$ cat src/rtl/atlas_audio_pkg.sv
// Shared audio-path definitions: default frame geometry and the consumer
// handshake states used by the frame controller.
package atlas_audio_pkg;

    localparam int unsigned FRAME_LEN_DEFAULT = 32;
    localparam int unsigned SAMPLE_W_DEFAULT  = 24;

    typedef enum logic {
        IDLE = 1'b0,
        BUSY = 1'b1
    } consumer_state_e;

endpackage

$ cat src/rtl/stereo_mixer.sv
// Combinational stereo-to-mono mix. The channels are summed at W+1 bits, so the
// sum cannot overflow. Halving by dropping the LSB rounds toward minus infinity.
module stereo_mixer #(
    parameter int unsigned W = 24
) (
    input  logic [W-1:0] left_i,
    input  logic [W-1:0] right_i,
    output logic [W-1:0] mono_o
);

    logic [W:0] sum;

    assign sum    = {left_i[W-1], left_i} + {right_i[W-1], right_i};
    assign mono_o = sum[W:1];

endmodule

$ cat src/rtl/sample_frame_ctrl.sv
// Ping-pong frame capture: it writes mono samples into a two-bank buffer and
// hands each full bank to an FFT consumer, flagging frames dropped while busy.
module sample_frame_ctrl
    import atlas_audio_pkg::*;
#(
    parameter int unsigned N = FRAME_LEN_DEFAULT,
    parameter int unsigned W = SAMPLE_W_DEFAULT
) (
    input  logic                  clk,
    input  logic                  reset,
    input  logic                  en,
    input  logic                  sample_valid,
    input  logic [W-1:0]          left,
    input  logic [W-1:0]          right,
    input  logic                  fft_done,
    input  logic                  clr_overrun,
    output logic                  wr_en,
    output logic [$clog2(N):0]    wr_addr,
    output logic [W-1:0]          wr_data,
    output logic                  fft_start,
    output logic                  fft_bank,
    output logic                  busy,
    output logic                  overrun,
    output logic [15:0]           frame_count
);

    localparam int unsigned   AW       = $clog2(N);
    localparam logic [AW-1:0] LAST_IDX = AW'(N - 1);

    consumer_state_e state_q, state_d;
    logic [AW-1:0]   idx_q, idx_d;
    logic            fill_bank_q, fill_bank_d;
    logic            wr_en_q, wr_en_d;
    logic [AW:0]     wr_addr_q, wr_addr_d;
    logic [W-1:0]    wr_data_q, wr_data_d;
    logic            fft_start_q, fft_start_d;
    logic            fft_bank_q, fft_bank_d;
    logic            overrun_q, overrun_d;
    logic [15:0]     frame_count_q, frame_count_d;

    logic [W-1:0]    mix;
    logic            accept;
    logic            frame_done;
    logic            handoff;

    stereo_mixer #(.W(W)) u_mixer (
        .left_i  (left),
        .right_i (right),
        .mono_o  (mix)
    );

    assign accept     = en && sample_valid;
    assign frame_done = accept && (idx_q == LAST_IDX);
    // A finished bank is handed over only if the consumer is free, or frees up on this same edge.
    assign handoff    = frame_done && ((state_q == IDLE) || fft_done);

    always_ff @(posedge clk or negedge reset) begin
        if (!reset) begin
            state_q       <= IDLE;
            idx_q         <= '0;
            fill_bank_q   <= 1'b0;
            wr_en_q       <= 1'b0;
            wr_addr_q     <= '0;
            wr_data_q     <= '0;
            fft_start_q   <= 1'b0;
            fft_bank_q    <= 1'b0;
            overrun_q     <= 1'b0;
            frame_count_q <= '0;
        end else begin
            state_q       <= state_d;
            idx_q         <= idx_d;
            fill_bank_q   <= fill_bank_d;
            wr_en_q       <= wr_en_d;
            wr_addr_q     <= wr_addr_d;
            wr_data_q     <= wr_data_d;
            fft_start_q   <= fft_start_d;
            fft_bank_q    <= fft_bank_d;
            overrun_q     <= overrun_d;
            frame_count_q <= frame_count_d;
        end
    end

    always_comb begin
        state_d       = state_q;
        idx_d         = idx_q;
        fill_bank_d   = fill_bank_q;
        wr_en_d       = 1'b0;
        wr_addr_d     = wr_addr_q;
        wr_data_d     = wr_data_q;
        fft_start_d   = 1'b0;
        fft_bank_d    = fft_bank_q;
        overrun_d     = overrun_q;
        frame_count_d = frame_count_q;

        if (!en) begin
            idx_d = '0;
        end else if (sample_valid) begin
            wr_en_d   = 1'b1;
            wr_addr_d = {fill_bank_q, idx_q};
            wr_data_d = mix;
            idx_d     = idx_q + 1'b1;
        end

        case (state_q)
            IDLE: begin
                if (handoff) state_d = BUSY;
            end
            BUSY: begin
                if (!handoff && fft_done) state_d = IDLE;
            end
            default: state_d = IDLE;
        endcase

        if (handoff) begin
            fft_start_d   = 1'b1;
            fft_bank_d    = fill_bank_q;
            fill_bank_d   = ~fill_bank_q;
            frame_count_d = frame_count_q + 16'd1;
        end

        // Setting wins over clearing when both land on the same edge.
        if (clr_overrun) overrun_d = 1'b0;
        if (frame_done && !handoff) overrun_d = 1'b1;
    end

    assign wr_en       = wr_en_q;
    assign wr_addr     = wr_addr_q;
    assign wr_data     = wr_data_q;
    assign fft_start   = fft_start_q;
    assign fft_bank    = fft_bank_q;
    assign busy        = (state_q == BUSY);
    assign overrun     = overrun_q;
    assign frame_count = frame_count_q;

endmodule

$ cat config.mk
export PLATFORM = sky130hd
export DESIGN_NAME = sample_frame_ctrl
export DESIGN_NICKNAME = d
export VERILOG_FILES = /design/src/rtl/atlas_audio_pkg.sv /design/src/rtl/stereo_mixer.sv /design/src/rtl/sample_frame_ctrl.sv
export SDC_FILE = /design/constraint.sdc
export NUM_CORES = 1
export LEC_CHECK = 0
export BUFFER_PORTS_ARGS = -buffer_cell sky130_fd_sc_hd__buf_2
export CAP_MARGIN = 30
export CORE_ASPECT_RATIO = 0.75
export CORE_MARGIN = 2
export CORE_UTILIZATION = 52
export CTS_BUF_LIST = sky130_fd_sc_hd__clkbuf_8 sky130_fd_sc_hd__clkbuf_16
export CTS_CLUSTER_SIZE = 30
export DETAILED_ROUTE_END_ITERATION = 7
export PLACE_DENSITY = 0.81
export SLEW_MARGIN = 20
export SYNTH_ARGS = -nofsm -noshare
export SYNTH_HDL_FRONTEND = slang
export SYNTH_SLANG_ARGS = --single-unit
$ cat constraint.sdc
create_clock -name clk -period 2.25 [get_ports clk]
set_input_delay 0.45 -clock clk [delete_from_list [all_inputs] [get_ports clk]]
set_output_delay 0.45 -clock clk [all_outputs]
set_load 0.05 [all_outputs]
==> summary.txt <==
Die
  • Core Area: 6320 µm²
  • Num rows: 25
  • I/O Pins: 105
  • Die width: 97.6 µm
  • Die Y: 74.2 µm
  • Initial core utilization: 54.1%
  • Total die area: 7240 µm²

Setup path
  • Bufs and invs on worst path: 1
  • Worst Path Arrival: 2510 ps
  • Worst Setup Start Kind: input pin
  • CP max FO: 3
  • Worst Path Class, Setup: input pin to register
  • Critical-path cell list: buf_6, and2_4, fa_2, a21o_1, a221o_2, a211o_1, nand3_2, nand2_1, xor2_1, mux2_4
  • Endpoint class of the critical path: register
  • CP delay by family, top: compound AO/OA/AOI/OAI gates
  • CP peak stage delay: 390 ps
  • Worst path required time: 2480 ps
  • Critical path's slowest cell: a221o_2

Synth
  • Yosys top cell by area: dfrtp_1
  • Unique masters post-synth: 53
  • EDFF count, synth: 0
  • Multiplexer share of the synthesized area: 2.01%
  • Synth Area in XOR/XNOR: 10.0%
  • Register area share after synthesis: 41.8%
  • Synth Area in Simple Gates: 16.6%
  • Post-synthesis register bit count: 57
  • Top post-synthesis cells by area: dfrtp_1, ha_1, nand2_1
  • Mapped Cells: 359
  • Post-synth top area share: 41.8%
  • Synth Area in Compound Gates: 16.6%
  • Synth Area in Adders: 10.1%
  • Synth async-reset ratio: 100%
  • Main combinational cell family by area after synthesis: compound AO/OA/AOI/OAI gates
  • Post-synthesis area per instance: 9.51 µm²
  • Mapped cell area: 3420 µm²
  • Primary FF master, synth: dfrtp_1
  • Post-Syn Nets: 440
  • Yosys warns: 0

Global routing
  • First-pass GRT wire length: 14.8 mm
  • Initial antenna violation count: 0
  • Vias in the first global route: 3154
  • All-Layer GR Usage: 25.7%
  • Total gr overflow: 0
  • Largest net degree at the start of global routing: 47

Detailed routing
  • Residual DRC count: 0
  • Drt pass-1 iters: 5
  • DR vias: 3182
  • Vias per std cell: 5.45
  • Final ANT Viol Nets: 0
  • Final WL: 8.93 mm
  • Initial drt markers: 180
  • Routed len/inst: 15.3 µm

Place
  • RePlAce Congestion: 0.966
  • Port Buffer Count: 104
  • Post-DP HPWL: 6.93 mm
  • Pre-CTS setup slack: -414 ps

Power
  • Worst vdd ir: 0.402 mV
  • Comb pwr share: 33.6%
  • Total power: 3.44 mW
  • Switch share: 36.6%
  • NetSw: 1.26 mW
  • Flop pwr share: 34.7%
  • P per Cell Area: 752 nW/µm²
  • Clk pwr share: 31.6%
  • Internal: 2.18 mW
  • P_leak: 2.42 nW

Clocking
  • # clock sinks: 57
  • Worst-Skew Late Latency: 340 ps
  • Reg clk slew, reported paths: 70 ps
  • CTS tree: built
  • Inserted Clock Buffers: 9
  • Hold buffers post-CTS: 0
  • Root buf cell: clkbuf_8
  • Htree depth: 3
  • Max clock buf depth: 2

Cells and area
  • Share of cells above drive strength 1: 35.4%
  • Area Growth Syn to Fin: 33.8%
  • Final Net Count: 579
  • Fill count: 477
  • N_diodes: 0

Status
  • Failing checks: setup timing
  • Status: complete, but fails checks

STA
  • Setup WS post-layout: -36.7 ps
  • Min Tclk post-route: 2290 ps
  • Setup repair after global routing missed its margin: true
  • Highest clock rate: 0.437 GHz
  • Final Hold Violating Endpoints: 0
  • Final setup violation count: 2
  • Final period util: 102%
  • Setup TNS: -61.9 ps
  • Slew @ Worst Pin: 583 ps
  • Slew Limit Fails: 0
  • Slew HR: 60.7%
  • Clock Skews: 6.61 ps

Job
  • Total of max-cap violations: 0

Hold path
  • Hold Crit Class: input pin to asynchronous set/reset pin
layout by cell type, fill, tap and decap left out, drive strengths merged, types with 4 or more instances in the layout:
cell type / instances
and3: 8
o21ai: 27
nor2b: 4
nand4: 10
nand3: 10
a21oi: 24
buf: 141
xnor2: 26
nand2: 62
a21o: 10
ha: 26
mux2: 4
inv: 8
clkbuf: 10
and2: 6
dfrtp: 57
xor2: 13
o31ai: 4
nor2: 11
registers in the layout (all words and copies together) (netlist names):
signal / cells
idx_q: 5
wr_addr: 6
wr_en: 1
frame_count: 16
overrun: 1
busy: 1
fill_bank_q: 1
fft_start: 1
wr_data: 24
fft_bank: 1
path summary, 6_finish.rpt:
kind                            depth (start not counted)        start         endpoint  slack [ps]
worst max-delay path                                   10      left[0]      wr_data[11]         -40
worst min-delay path                                    1        reset        fft_start         100
worst max register to register                          8     idx_q[1]  frame_count[15]         220
worst min register to register                          2   wr_addr[4]       wr_addr[4]         470
max in group asynchronous                               2        reset      wr_data[13]        1570
min in group clk                                        2  clr_overrun          overrun         290
power groups by stage:
stage               combinational (mW)  sequential, mW  clock [mW]
global route                      1.25            1.21        1.15
global placement                  1.10            1.21           0
CTS                               1.14            1.19        1.10
finish                            1.16            1.19        1.09
floorplan                        0.408            1.56           0
detailed placement                1.13            1.21           0
per-stage QoR:
step | area [µm²] | util [%] | instances | hold slack (ps)
CTS | 4510 | 71.3 | 583 | 110
floorplan | 3430 | - | 359 | 154
finish | 4570 | 72.3 | 584 | 97.7
global route | 4570 | 72.3 | 584 | 136
detailed placement | 4260 | 67.4 | 565 | 460
global placement | 4260 | 67.4 | 565 | 453
final cells by class:
class,count,area (µm²),share of cell area [%]
Clock buffer,10,138,3.01
Sequential cell,57,1430,31.2
Timing Repair Buffer,141,823,18.0
Inverter,9,38.8,0.849
Multi-Input combinational cell,280,1950,42.7
Tap cell,81,101,2.22
Clock inverter,6,91.3,2.00
per-layer routing:
| layer | vias to the layer above | track usage (%) | routed length [µm] | part of all wire, % |
|---|---|---|---|---|
| li1 | 1538 | - | - | - |
| met1 | 1494 | 32.5 | 3800 | 43 |
| met2 | 130 | 43.1 | 4220 | 47 |
| met3 | 20 | 7.61 | 737 | 8.3 |
| met4 | 0 | 9.57 | 168 | 1.9 |
| met5 | - | 0 | 0 | 0 |
timing repair:
action | CTS | global route
resized for setup | 1 | 9
buffers inserted | 2 | 1
pin swaps | 5 | 3
endpoints found under the setup margin | 4 | 13
synth_stat cells, drive strengths merged, types with 3 or more instances:
library cell  count
clkbuf            9
nand2            62
mux2              4
and3              8
buf               4
xor2             13
nand4            10
nor2b             4
a21o             10
and2              6
a21oi            24
o21ai            27
ha               26
o31ai             4
dfrtp            57
nand3            10
inv               8
o211ai            3
xnor2            26
nor2             11
kinds of logic after synthesis:
kind of cell | count (synthesis)
buf+inv | 22
flops | 57
compound gates | 89
fa+ha+maj | 27
mux | 6
simple gates | 119
xor+xnor | 39
worst register-to-register path, delay by kind of cell (launching register included):
| kind | cells | cell delay [ps] |
|---|---|---|
| adders and majority gates | 2 | 360 |
| DFF | 1 | 410 |
| and+or+nand+nor | 5 | 1010 |
| xor gates and xnor gates | 1 | 140 |
(Power assumes the default switching activity.)
